$ cat config.mk
export PLATFORM = sky130hd
export DESIGN_NAME = regfile_scoreboard
export DESIGN_NICKNAME = d
export VERILOG_FILES = /design/src/rtl/regfile_pkg.sv /design/src/rtl/regfile_busy_tracker.sv /design/src/rtl/regfile_scoreboard.sv
export SDC_FILE = /design/constraint.sdc
export NUM_CORES = 2
export LEC_CHECK = 0
export ABC_AREA = 0
export BUFFER_PORTS_ARGS = -buffer_cell sky130_fd_sc_hd__clkbuf_2
export CORE_MARGIN = 8
export CORE_UTILIZATION = 30
export CTS_CLUSTER_SIZE = 8
export DETAILED_ROUTE_END_ITERATION = 12
export PLACE_DENSITY = 0.4
export SLEW_MARGIN = 20
export SYNTH_ARGS = -nofsm -noshare
export SYNTH_HDL_FRONTEND = slang
export SYNTH_SLANG_ARGS = --single-unit
$ cat constraint.sdc
create_clock -name clk -period 47.5 [get_ports clk]
set_clock_uncertainty 0.1 [all_clocks]
set_input_delay 4.75 -clock clk [delete_from_list [all_inputs] [get_ports clk]]
set_output_delay 4.75 -clock clk [all_outputs]
set_load 0.005 [all_outputs]
$ cat src/rtl/regfile_pkg.sv
// Shared constants, address-width helper and the writeback request bundle
// used by the regfile_scoreboard slice.
package regfile_pkg;

  localparam int DEF_XLEN  = 32;
  localparam int DEF_NREGS = 32;

  // Widest data/address the writeback bundle can carry.
  localparam int MAX_XLEN = 64;
  localparam int MAX_AW   = 16;

  function automatic int calc_aw(input int n);
    int w;
    w = 1;
    for (int i = 1; i < 31; i++) begin
      if ((1 << i) < n) w = i + 1;
    end
    return w;
  endfunction

  typedef struct packed {
    logic                valid;
    logic [MAX_AW-1:0]   addr;
    logic [MAX_XLEN-1:0] data;
  } wb_req_t;

endpackage

$ cat src/rtl/regfile_busy_tracker.sv
// Per-register busy scoreboard: busy vector, busy_count, WAW issue gating, flush.
// REGFILE_BYPASS_EN: a same-cycle writeback to issue_rd also makes issue_ready 1.
module regfile_busy_tracker
  import regfile_pkg::*;
#(
  parameter int NREGS    = DEF_NREGS,
  parameter int ZERO_REG = 1,
  localparam int AW      = calc_aw(NREGS)
) (
  input  logic             clk,
  input  logic             rst,
  input  logic             issue_valid,
  input  logic [AW-1:0]    issue_rd,
  input  logic             wb_valid,
  input  logic [AW-1:0]    wb_addr,
  input  logic             flush,
  output logic             issue_ready,
  output logic [NREGS-1:0] busy,
  output logic [AW:0]      busy_count
);

  logic             issue_zero;
  logic             wb_eff;
  logic             set_en;
  logic             inc;
  logic             dec;
  logic [NREGS-1:0] busy_next;
  logic [AW:0]      count_next;

  assign issue_zero = (ZERO_REG != 0) && (issue_rd == '0);
  assign wb_eff     = wb_valid && !((ZERO_REG != 0) && (wb_addr == '0));

`ifdef REGFILE_BYPASS_EN
  assign issue_ready = issue_zero || !busy[issue_rd] || (wb_eff && (wb_addr == issue_rd));
`else
  assign issue_ready = issue_zero || !busy[issue_rd];
`endif

  // A flushed or register-0 reservation is accepted but leaves no trace.
  assign set_en = issue_valid && issue_ready && !issue_zero && !flush;

  always_comb begin
    busy_next = busy;
    if (wb_eff) busy_next[wb_addr] = 1'b0;
    if (set_en) busy_next[issue_rd] = 1'b1;
    if (flush)  busy_next = '0;
  end

  // Same-register issue+writeback keeps the bit set, so no decrement then.
  assign inc = set_en && !busy[issue_rd];
  assign dec = wb_eff && busy[wb_addr] && !(set_en && (issue_rd == wb_addr));

  assign count_next = flush ? '0 : (busy_count + (AW+1)'(inc) - (AW+1)'(dec));

  always_ff @(posedge clk or posedge rst) begin
    if (rst) begin
      busy       <= '0;
      busy_count <= '0;
    end else begin
      busy       <= busy_next;
      busy_count <= count_next;
    end
  end

endmodule

$ cat src/rtl/regfile_scoreboard.sv
// Register file with combinational multi-port reads and an integrated busy scoreboard.
// REGFILE_BYPASS_EN: same-cycle writeback data/busy forwarded to matching read ports.
module regfile_scoreboard
  import regfile_pkg::*;
#(
  parameter int XLEN     = DEF_XLEN,
  parameter int NREGS    = DEF_NREGS,
  parameter int NREAD    = 2,
  parameter int ZERO_REG = 1,
  localparam int AW      = calc_aw(NREGS)
) (
  input  logic                       clk,
  input  logic                       rst,
  input  logic [NREAD-1:0][AW-1:0]   rd_addr,
  output logic [NREAD-1:0][XLEN-1:0] rd_data,
  output logic [NREAD-1:0]           rd_busy,
  input  logic                       issue_valid,
  input  logic [AW-1:0]              issue_rd,
  output logic                       issue_ready,
  input  logic                       wb_valid,
  input  logic [AW-1:0]              wb_addr,
  input  logic [XLEN-1:0]            wb_data,
  input  logic                       flush,
  output logic [AW:0]                busy_count
);

  logic [XLEN-1:0]  mem [NREGS];
  logic [NREGS-1:0] busy;
  wb_req_t          wb_req;
  logic [AW-1:0]    wb_addr_int;
  logic [XLEN-1:0]  wb_data_int;
  logic             wb_eff;
  logic             unused_wb;

  // Bundle carries at most MAX_XLEN data bits and MAX_AW address bits.
  always_comb begin
    wb_req.valid = wb_valid;
    wb_req.addr  = MAX_AW'(wb_addr);
    wb_req.data  = MAX_XLEN'(wb_data);
  end

  assign wb_addr_int = wb_req.addr[AW-1:0];
  assign wb_data_int = wb_req.data[XLEN-1:0];
  assign wb_eff      = wb_req.valid && !((ZERO_REG != 0) && (wb_addr_int == '0));
  assign unused_wb   = ^wb_req;

  always_ff @(posedge clk or posedge rst) begin
    if (rst) begin
      for (int r = 0; r < NREGS; r++) mem[r] <= '0;
    end else if (wb_eff) begin
      mem[wb_addr_int] <= wb_data_int;
    end
  end

  regfile_busy_tracker #(
    .NREGS    (NREGS),
    .ZERO_REG (ZERO_REG)
  ) u_busy (
    .clk         (clk),
    .rst         (rst),
    .issue_valid (issue_valid),
    .issue_rd    (issue_rd),
    .wb_valid    (wb_req.valid),
    .wb_addr     (wb_addr_int),
    .flush       (flush),
    .issue_ready (issue_ready),
    .busy        (busy),
    .busy_count  (busy_count)
  );

  genvar gi;
  generate
    for (gi = 0; gi < NREAD; gi++) begin : g_rd
      logic hit;
`ifdef REGFILE_BYPASS_EN
      assign hit = wb_eff && (wb_addr_int == rd_addr[gi]);
`else
      assign hit = 1'b0;
`endif
      assign rd_data[gi] = hit ? wb_data_int : mem[rd_addr[gi]];
      assign rd_busy[gi] = hit ? 1'b0 : busy[rd_addr[gi]];
    end
  endgenerate

endmodule

After elaboration in Yosys (flattened, before gate mapping)

Cells that the tools add are included.

Logic and storage cells: 97
Register bits after elaboration: 1062

Muxes and demuxes: 25
Add/subtract/negate cells: 2
Eq/ne operators: 1
Reduce and logical (&&, ||, !) cells: 19
Order comparisons: 10
Bitwise gates (word level): 6

Operators by type and width:

| cell                 | number |
|---|---|
| $bwmux W1024         | 1 |
| $bmux W32 S5         | 2 |
| $mux W32             | 8 |
| $demux W32 S5        | 1 |
| $and A32 B32 Y32     | 1 |
| $not A32 Y32         | 1 |
| $or A32 B32 Y32      | 1 |
| $lt A5 B6 Y1 const B | 4 |
| $bmux W1 S5          | 4 |
| $ge A6 B6 Y1 const B | 3 |
| $not A5 Y6           | 3 |
| $logic_and A1 B1 Y1  | 11 |
| $demux W1 S5         | 2 |
| $ge A5 B1 Y1 const B | 2 |
| $logic_not A5 Y1     | 2 |
| $add A6 B1 Y6        | 1 |
| $lt A6 B1 Y1 const B | 1 |
| $mux W1              | 6 |
| $mux W6              | 1 |
| $sub A6 B1 Y6        | 1 |
| $eq A5 B5 Y1         | 1 |
| $logic_not A1 Y1     | 5 |
| $logic_or A1 B1 Y1   | 1 |

Depth between registers and ports, before layout

Depth after elaboration: 12
Gate-level depth with buffers: 14
Depth with buffers taken out: 12

Modules after synthesis

A second synthesis with hierarchy kept.

Cells, all modules: 4929
Area, all modules: 59114.2 um^2

By module, submodules not included:

| module               | instances | area an instance (um^2) | seq. area each (um^2) | cells an instance |
|---|---|---|---|---|
| regfile_scoreboard   | 1         | 56514.2                 | 25624.6               | 4680 |
| regfile_busy_tracker | 1         | 2600.0                  | 950.9                 | 249 |

Worst setup path before layout

No wires, ideal clock.

Path type: input to output
Start point: input port rd_addr[6] (netlist name)
End point: output port rd_busy[1]
Stages on the path: 5
Data arrival time: 6313 ps
Slack: 36337 ps
Buffers on the path: 2
Data required time: 42650 ps
Path through: buf_2 > clkbuf_1 > mux4_2 > mux4_2 > o21a_1

Cells in the longest elaborated chain, start to end: 2

Ends and longest elaborated chain:

| what                          | RTL line                 | RTL |
|---|---|---|
| from (decl)                   | regfile_scoreboard.sv:14 | `input logic [NREAD-1:0][AW-1:0] rd_addr,` |
| $bmux W1 S5                   | regfile_scoreboard.sv:81 | `assign rd_busy[gi] = hit ? 1'b0 : busy[rd_addr[gi]];` |
| $mux W1 (not written as such) | regfile_scoreboard.sv:81 |  |
| to (decl)                     | regfile_scoreboard.sv:16 | `output logic [NREAD-1:0] rd_busy,` |

Every way passes these cells. The select of a mux whose other input is x is not followed.

==> flow_summary.yaml <==
synth:
  yosysTopAreaCellShare_pct: 46.4
  post_synthesis_cells: 3575
  ys_ff_latch: 1062
  netlist_top_cells_area: "sky130_fd_sc_hd__dfrtp_1 (46%), sky130_fd_sc_hd__mux4_2 (22%), sky130_fd_sc_hd__mux2_2 (20%)"
  post_synth_num_cell_types: 49
  ys_seq_area_share_pct: 46.4
  synth.largest_area_cell: "sky130_fd_sc_hd__dfrtp_1"
  async_flop_share_pct: 100
  synth_area_mm2: 0.0573
  synth.yosys.warnings: 0
  synth_enable_flop_cells: 0
  synth_area_per_inst_um2: 16.0
  synthesis.nets: 3639
  postSynth.topFlopCell: "sky130_fd_sc_hd__dfrtp_1"
die:
  io_pins: 130
  placement_rows: 160
  placeableCoreArea_mm2: 0.190
  floorplan.die.width_um: 453
  fp.dieArea_mm2: 0.205
  starting_density_of_the_core_pct: 30.1
  chipHeight_um: 453
cells_and_area:
  final-seq-area_mm2: 0.0266
  postLayoutCoreUtil_pct: 33.8
  drive_gt1_share_pct: 55.7
  syn_to_final_growth_pct: 12.1
  final_nets: 3584
  multi_input_area_mm2: 0.0288
  n_fill_cell: 18100
  final_design_area_excluding_fillers_mm2: 0.0642
detailed_routing:
  post_drt_wl_per_cell_um: 32.2
  detail_route.first_pass.iterations: 6
  route.detailed.vias_per_inst: 5.57
  remaining_drc_errors: 0
  drt-initial-drc-count: 1941
  routed_wirelength_um: 195000
  vias: 33800
  antenna_left: 0
sta:
  final_max_slew_viol_count: 0
  rsz0062_at_grt: "false"
  tightest_slew_ns: 1.11
  max-slew-margin-rel_pct: 25.4
  final.period_utilization_pct: 29.4
  setup_ws_post_layout_ns: 33.52
  report.final.setup_viol: 0
  tns_setup_ns: 0
  finalCriticalPeriod_ns: 13.98
  maxClockFrequency_mhz: 71.5
  report.final.hold_viol_count: 0
power:
  p_leak_nw: 27.3
  power_w: 0.00274
  vdd.ir_drop.worst_mv: 0.0329
  powerDensity_mw_per_mm2: 42.6
worst_setup_path:
  critPathLaunchType: "input pin"
  critical_path.max_fanout: 60
  worst_ep_arrival_time_ns: 9.13
  endpoint_kind: "output port"
  required_ns: 42.65
  timing.setup.critical_path_class: "input pin to output port"
cts:
  clkTransAtPathRegs_ns: 0.05
  cts.hold.buffers_added: 0
  cts-buffers-inserted: 153
  cts_num_sinks: 1062
  htree_num_levels: 4
  max-clock-path-buffers: 3
  worst_skew_pair.late_latency_ns: 0.79
  cts_tree: "yes"
  buffer_type_at_the_clock_tree_root: "sky130_fd_sc_hd__clkbuf_16"
  post-cts-setup-buffer-count: 0
  ctsResizeCount: 0
global_routing:
  grt_antenna_before_repair: 7
  via_count_of_the_first_global_routing_pass: 38300
  grt_max_degree: 182
  grtUsageTotal_pct: 19.1
  grt_remaining_overflow: 0
  grt_first_pass_wirelength_um: 286000
placed_design:
  place.gp.congestion: 0.747
  portBuffers: 129
  placement.cell_area_mm2: 0.0599
  detailed_place_hpwl_um: 108000
  post-place-ws_ns: 33.25
run:
  number_of_max_capacitance_violations_reported: 0
outcome:
  outcome: "finished, final reports clean"
min_path:
  hold_class: "flop to flop"
==> synthesized netlist by cell type, types with 2 or more instances <==
cell	instances
sky130_fd_sc_hd__dfrtp_1	1062
sky130_fd_sc_hd__mux2_2	994
sky130_fd_sc_hd__mux4_2	569
sky130_fd_sc_hd__clkbuf_1	225
sky130_fd_sc_hd__mux2i_1	138
sky130_fd_sc_hd__buf_2	95
sky130_fd_sc_hd__a22oi_1	70
sky130_fd_sc_hd__o21a_1	66
sky130_fd_sc_hd__buf_1	55
sky130_fd_sc_hd__nand3_1	53
sky130_fd_sc_hd__mux4_1	38
sky130_fd_sc_hd__nand2_1	28
sky130_fd_sc_hd__o21ai_0	20
sky130_fd_sc_hd__buf_6	19
sky130_fd_sc_hd__nor2_1	19
sky130_fd_sc_hd__inv_1	18
sky130_fd_sc_hd__buf_4	14
sky130_fd_sc_hd__nor3b_1	11
sky130_fd_sc_hd__o32ai_1	11
sky130_fd_sc_hd__buf_12	9
sky130_fd_sc_hd__ha_1	6
sky130_fd_sc_hd__nor2b_1	6
sky130_fd_sc_hd__and3b_1	5
sky130_fd_sc_hd__a21oi_1	4
sky130_fd_sc_hd__a21o_1	3
sky130_fd_sc_hd__and2_1	3
sky130_fd_sc_hd__nand2b_1	3
sky130_fd_sc_hd__nand4_1	3
sky130_fd_sc_hd__nor3_1	3
sky130_fd_sc_hd__and3_1	2
sky130_fd_sc_hd__nand3b_1	2
sky130_fd_sc_hd__o211ai_1	2
sky130_fd_sc_hd__xnor2_1	2
sky130_fd_sc_hd__xor2_1	2
==> kinds of logic (layout without fill, tap and decap cells) <==
group / count (synthesis) / after routing / synth area share [%]
AND/OR/NAND/NOR: 142 / 142 / 1.28
other: 0 / 3 / 0
buffers and inverters: 437 / 415 / 3.69
flip-flops: 1062 / 1062 / 46.4
adder cells (fa/ha/maj): 7 / 7 / 0.166
XOR/XNOR: 4 / 4 / 0.0612
AO/OA/AOI/OAI: 184 / 184 / 2.34
multiplexers: 1739 / 1739 / 46.1
==> worst max-delay path, cell delays in order <==
cell	delay, ns
sky130_fd_sc_hd__buf_8	0.55
sky130_fd_sc_hd__buf_4	0.75
sky130_fd_sc_hd__buf_4	0.81
sky130_fd_sc_hd__buf_4	0.70
sky130_fd_sc_hd__mux4_1	0.63
sky130_fd_sc_hd__mux4_2	0.50
sky130_fd_sc_hd__o21a_1	0.21
sky130_fd_sc_hd__clkbuf_2	0.12
==> cells in the final DEF (no fill, tap or decap), drive strengths merged, types with 2 or more instances in the layout <==
master,netlist,final
clkbuf,225,293
inv,18,25
o21ai,20,20
o211ai,2,2
a21oi,4,4
nor2b,6,6
o21a,66,66
mux2i,138,138
nand2b,3,3
mux4,607,607
clkinv,1,7
nand4,3,3
nor3,3,3
nand3,53,53
ha,6,6
nand2,28,28
xnor2,2,2
mux2,994,994
and2,3,3
a22oi,70,70
o32ai,11,11
nand3b,2,2
a21o,3,3
xor2,2,2
buf,193,89
and3b,5,5
diode,0,3
dfrtp,1062,1062
and3,2,2
nor2,20,20
nor3b,11,11
==> through the flow <==
step                instances  hold slack, ns
finish                   6067           0.288
global placement         5874           0.277
CTS                      6062           0.296
floorplan                3575           0.338
detailed placement       5874           0.283
global route             6065           0.307
==> layout make-up <==
cell class	count	share of cell area, %
multi-input combinational	2076	44.9
sequential	1062	41.4
clock buffer	174	6.20
tap	2511	4.89
timing repair buffer	208	2.13
clock inverter	14	0.347
inverter	19	0.123
antenna	3	0.0117
==> worst paths after layout <==
| check | slack (ns) | end | from | cells past startpoint |
|---|---|---|---|---|
| max reg2reg | 43.99 | u_busy.busy_count[4]$_DFF_PP0_ | u_busy.busy[27]$_DFF_PP0_ | 10 |
| max in group asynchronous | 40.85 | mem[529]$_DFFE_PP0P_ | rst | 5 |
| min | 0.29 | mem[1016]$_DFFE_PP0P_ | mem[1016]$_DFFE_PP0P_ | 0 |
| min in group asynchronous | 3.97 | mem[213]$_DFFE_PP0P_ | rst | 2 |
| max | 33.52 | rd_data[20] | rd_addr[0] | 8 |
| min reg2reg | 0.29 | mem[1016]$_DFFE_PP0P_ | mem[1016]$_DFFE_PP0P_ | 0 |
==> flip-flops by register name, summed over array words and instances (netlist names) <==
| register | flops |
|---|---|
| u_busy.busy_count | 6 |
| mem | 1024 |
| u_busy.busy | 32 |
==> report_power, final <==
group | total (W) | internal (W) | switching [W]
registers | 0.00119 | 0.00107 | 0.000117
logic | 0.000539 | 0.000328 | 0.000211
clock network | 0.00100 | 0.000591 | 0.000413
==> per-layer routing <==
| metal | GRT usage, % | up-vias | part of all wire, % |
|---|---|---|---|
| li1 | - | 13900 | - |
| met1 | 24.2 | 18800 | 42 |
| met2 | 33.0 | 808 | 50 |
| met3 | 3.10 | 385 | 3.8 |
| met4 | 6.82 | 0 | 3.7 |
| met5 | 0 | - | 0 |
(Power assumes the default switching activity.)
